$ cat src/rtl/vehicle_plant.sv
// Vehicle plant: prescaled saturating speed integrator driven by
// accelerate/brake commands, plus a debounced obstacle sensor.
module vehicle_plant #(
  parameter int SPEED_W    = 8,
  parameter int SPEED_MAX  = 40,
  parameter int TICK_DIV   = 4,
  parameter int ACCEL_STEP = 1,
  parameter int BRAKE_STEP = 2,
  parameter int DRAG_STEP  = 0,
  parameter int DEBOUNCE   = 3
) (
  input  logic               clk,
  input  logic               reset_n,
  input  logic               enable,
  input  logic               accelerate,
  input  logic               brake,
  input  logic               load_en,
  input  logic [SPEED_W-1:0] load_value,
  input  logic               obstacle_raw,
  output logic [SPEED_W-1:0] speed,
  output logic               obstacle,
  output logic               moving,
  output logic               update,
  output logic               fault
);

  localparam int XW = SPEED_W + 1;
  localparam int PW = (TICK_DIV > 1) ? $clog2(TICK_DIV) : 1;
  localparam int DW = (DEBOUNCE > 1) ? $clog2(DEBOUNCE) : 1;

  localparam logic [XW-1:0] MAX_X = XW'(SPEED_MAX);
  localparam logic [XW-1:0] ACC_X = XW'(ACCEL_STEP);
  localparam logic [XW-1:0] BRK_X = XW'(BRAKE_STEP);
  localparam logic [XW-1:0] DRG_X = XW'(DRAG_STEP);
  localparam logic [PW-1:0] PLAST = PW'(TICK_DIV - 1);
  localparam logic [DW-1:0] DLAST = DW'(DEBOUNCE - 1);

  logic [SPEED_W-1:0] speed_q, speed_d;
  logic [PW-1:0]      pcnt_q, pcnt_d;
  logic               update_q, update_d;
  logic               fault_q, fault_d;
  logic               s1_q, s2_q;
  logic               obs_q, obs_d;
  logic [DW-1:0]      dcnt_q, dcnt_d;

  logic          tick;
  logic [XW-1:0] spd_x, load_x, sum_x;

  assign tick   = enable && (pcnt_q == PLAST);
  assign spd_x  = {1'b0, speed_q};
  assign load_x = {1'b0, load_value};
  assign sum_x  = spd_x + ACC_X;

  always_comb begin
    speed_d  = speed_q;
    pcnt_d   = pcnt_q;
    update_d = 1'b0;
    fault_d  = fault_q;
    if (enable) begin
      pcnt_d = tick ? '0 : pcnt_q + 1'b1;
    end
    if (load_en) begin
      pcnt_d   = '0;
      update_d = 1'b1;
      speed_d  = (load_x > MAX_X) ? MAX_X[SPEED_W-1:0]
                                  : load_value;
    end else if (tick) begin
      update_d = 1'b1;
      // simultaneous commands resolve as brake and latch a fault
      if (brake) begin
        fault_d = fault_q | accelerate;
        speed_d = (spd_x < BRK_X) ? '0
                : SPEED_W'(spd_x - BRK_X);
      end else if (accelerate) begin
        speed_d = (sum_x > MAX_X) ? MAX_X[SPEED_W-1:0]
                : sum_x[SPEED_W-1:0];
      end else begin
        speed_d = (spd_x < DRG_X) ? '0
                : SPEED_W'(spd_x - DRG_X);
      end
    end
  end

  always_comb begin
    obs_d  = obs_q;
    dcnt_d = '0;
    if (s2_q != obs_q) begin
      if (dcnt_q == DLAST) begin
        obs_d = s2_q;
      end else begin
        dcnt_d = dcnt_q + 1'b1;
      end
    end
  end

  always_ff @(posedge clk) begin
    if (!reset_n) begin
      speed_q  <= '0;
      pcnt_q   <= '0;
      update_q <= 1'b0;
      fault_q  <= 1'b0;
      s1_q     <= 1'b0;
      s2_q     <= 1'b0;
      obs_q    <= 1'b0;
      dcnt_q   <= '0;
    end else begin
      speed_q  <= speed_d;
      pcnt_q   <= pcnt_d;
      update_q <= update_d;
      fault_q  <= fault_d;
      s1_q     <= obstacle_raw;
      s2_q     <= s1_q;
      obs_q    <= obs_d;
      dcnt_q   <= dcnt_d;
    end
  end

  assign speed    = speed_q;
  assign obstacle = obs_q;
  assign moving   = (speed_q != '0);
  assign update   = update_q;
  assign fault    = fault_q;

endmodule

$ cat config.mk
export PLATFORM = sky130hd
export DESIGN_NAME = vehicle_plant
export DESIGN_NICKNAME = d
export VERILOG_FILES = /design/src/rtl/vehicle_plant.sv
export SDC_FILE = /design/constraint.sdc
export NUM_CORES = 1
export LEC_CHECK = 0
export CAP_MARGIN = 15
export CORE_MARGIN = 1
export CORE_UTILIZATION = 45
export DETAILED_ROUTE_END_ITERATION = 8
export PLACE_DENSITY = 0.76
export SETUP_SLACK_MARGIN = 0.05
export SLEW_MARGIN = 30
export SYNTH_ARGS = -nofsm -noshare
export SYNTH_HDL_FRONTEND = slang
export SYNTH_SLANG_ARGS = --single-unit
$ cat constraint.sdc
create_clock -name clk -period 1.73 [get_ports clk]
set_clock_uncertainty 0.05 [all_clocks]
set_input_delay 0.519 -clock clk [delete_from_list [all_inputs] [get_ports clk]]
set_output_delay 0.519 -clock clk [all_outputs]
set_load 0.005 [all_outputs]
==> impl_metrics.toml <==
[global_routing]
globalRouteOverflowTotal = 0
first_global_vias = 1405
grt_max_degree = 11
antenna_found_initial = 0
track_usage_pct = 31.8
grt_pass1_wl_um = 6350

[placed_design]
port-buffer-count = 26
post_dp_cell_area_sq_mm = 0.00183
dpl.hpwl_um = 2960
gp_congestion = 0.926
post-place-ws_ps = -392

[sta]
setup-tns-final_ps = -2120
slew_violations = 0
period_minus_slack_ps = 2140
fin_crit_sh_pct = 124
slew_headroom_pct = 69.4
whs_ps = 405
hold_viol = 0
setup_ws_ps = -414
worst_pin_slew_ps = 459
max_freq_mhz = 466
setup_viol = 8
rsz0062_at_grt = "yes"

[die]
ios = 27
die_y_um = 53.7
die-width_um = 53.7
core-area_sq_mm = 0.00250
die_area_sq_mm = 0.00288
start_util_pct = 48.0
num_rows = 18

[layout]
antenna_cells = 0
fillers = 140
nets = 248
area_growth_pct = 77.3
seqCellArea_sq_um = 363
design_area_sq_mm = 0.00213
multiInputGateArea_sq_um = 937
utilization_pct = 85.2
drive_above_1_share_pct = 50.7

[drt]
initialDrtViolationCount = 104
wire_per_inst_um = 20.1
vias_per_cell = 6.19
routed-via-count = 1579
first_pass_iters = 5
ant_nets = 0
route.met2.wl_um = 2440
top_layer_used = "met4"
met3_wirelength_um = 371
wl_met1_um = 1940
drc = 0
drt-total-wl_um = 5120

[cts]
clk_pin_slew_worst_paths_ps = 110
htree_levels = 1
cts_tree = "done"
cts-hold-fix-buffers = 0
numCtsBuffers = 3
cts_sinks = 17
clkLatencyLatePin_ps = 310
cts-root-buf = "clkbuf_4"
clockBufferDepth = 2

[status]
violations = "setup timing"
outcome = "complete, but fails checks"

[pwr]
p_leak_nw = 0.944
power_density_mw_per_mm2 = 551
peakVddDrop_uv = 491

[logic_synthesis]
synth_seq_cells = 17
syn-cell-area_sq_mm = 0.00120
yosysWarnings = 0
synth_edf_count = 0
synth_top_cell_by_area = "dfxtp_1"
yosysSeqAreaShare_pct = 28.3
yosys-top-cells-count = "dfxtp_1, nor2_1, a21oi_1"
synthTopCellsByArea = "dfxtp_1, ha_1, nor2_1"
syn_area_per_cell_sq_um = 8.58
ys_types = 54
syn_inst = 140
synth_fp_nets = 162
synth_top_area_share_pct = 28.3
async_reset_ff_share_pct = 0
synth_ff_type = "dfxtp_1"

[hold_path]
hold_depth = 1
min_path_type = "reg2reg"
hp-start = "s1_q"

[setup_path]
required_ps = 1890
arrival_ps = 2310
reg2regPathDepth = 7
path_max_fanout = 4
r2r-start = "speed[1]"
startpoint = "speed[1]"
start_kind = "register"
path_class = "reg2reg"
end_kind = "register"

[flow_run]
cap_viol_max_count = 0
## metal layers
metal  up-vias  track usage [%]
li1        694                -
met1       730             35.4
met2       113             56.0
met3        42             5.93
met4         0             18.0
met5         -                0
## repair_timing
item                       CTS  global route
resized for setup           53            22
buffers inserted            12             4
pin swaps                   17             9
gates cloned                 0             0
hold endpoints to repair     0             0
setup endpoints to repair   20            11
## kinds of logic after synthesis
logic type / share of synthesized area [%]
compound gates: 25.6
xor+xnor: 3.65
simple gates: 25.2
flops: 28.3
mux: 3.33
buf+inv: 6.56
fa+ha+maj: 7.29
## power by group
group          total [mW]  internal (mW)  switching, mW
sequential          0.426          0.409         0.0175
clock               0.228         0.0865          0.141
combinational       0.520          0.268          0.252
total                1.17          0.763          0.411
## final timing paths
path,end,slack (ps)
worst max register to register,speed[1],-410
worst max-delay path,speed[1],-410
worst min register to register,s2_q,400
worst min-delay path,s2_q,400
## critical path, stage by stage, from the launching register on
cell       delay, ps
dfxtp_4          360
buf_6            120
ha_1             220
nand4_1          140
nand4_1          190
a2111oi_4        510
nand3_2          150
a221oi_2         300
## state kept, by name (all words and copies together) (netlist names)
name and count:
update 1, s2_q 1, obstacle 1, pcnt_q 2
s1_q 1, fault 1, speed 8, dcnt_q 2
## metrics by stage
| stage | instances | power [mW] |
|---|---|---|
| after detailed placement | 236 | 0.833 |
| after floorplan | 140 | 0.610 |
| final | 255 | 1.17 |
| after CTS | 252 | 1.09 |
| after global placement | 236 | 0.826 |
| after global routing | 255 | 1.22 |
## final cells by class
class                      count  share of cell area (%)
sequential                    17                    17.0
multi-input combinational    108                    44.0
inverter                       8                    1.41
tap                           30                    1.76
timing repair buffer          88                    34.5
clock buffer                   3                    1.06
clock inverter                 1                   0.235
## cells in the final DEF, fill, tap and decap left out, drive strengths merged, types with 2 or more instances in the layout
master,n
a211oi,2
a21o,3
a21oi,11
a221oi,2
a32oi,2
and2,2
and4,2
buf,64
clkbuf,5
clkdlybuf4s50,12
dfxtp,17
dlygate4sd2,10
ha,7
inv,8
mux2i,4
nand2,4
nand2b,3
nand3,2
nand4,6
nor2,17
nor2b,2
nor3,2
nor3b,3
nor4,2
o21a,2
o21ai,7
o311ai,3
or4,2
xnor2,5
(Power assumes the default switching activity.)
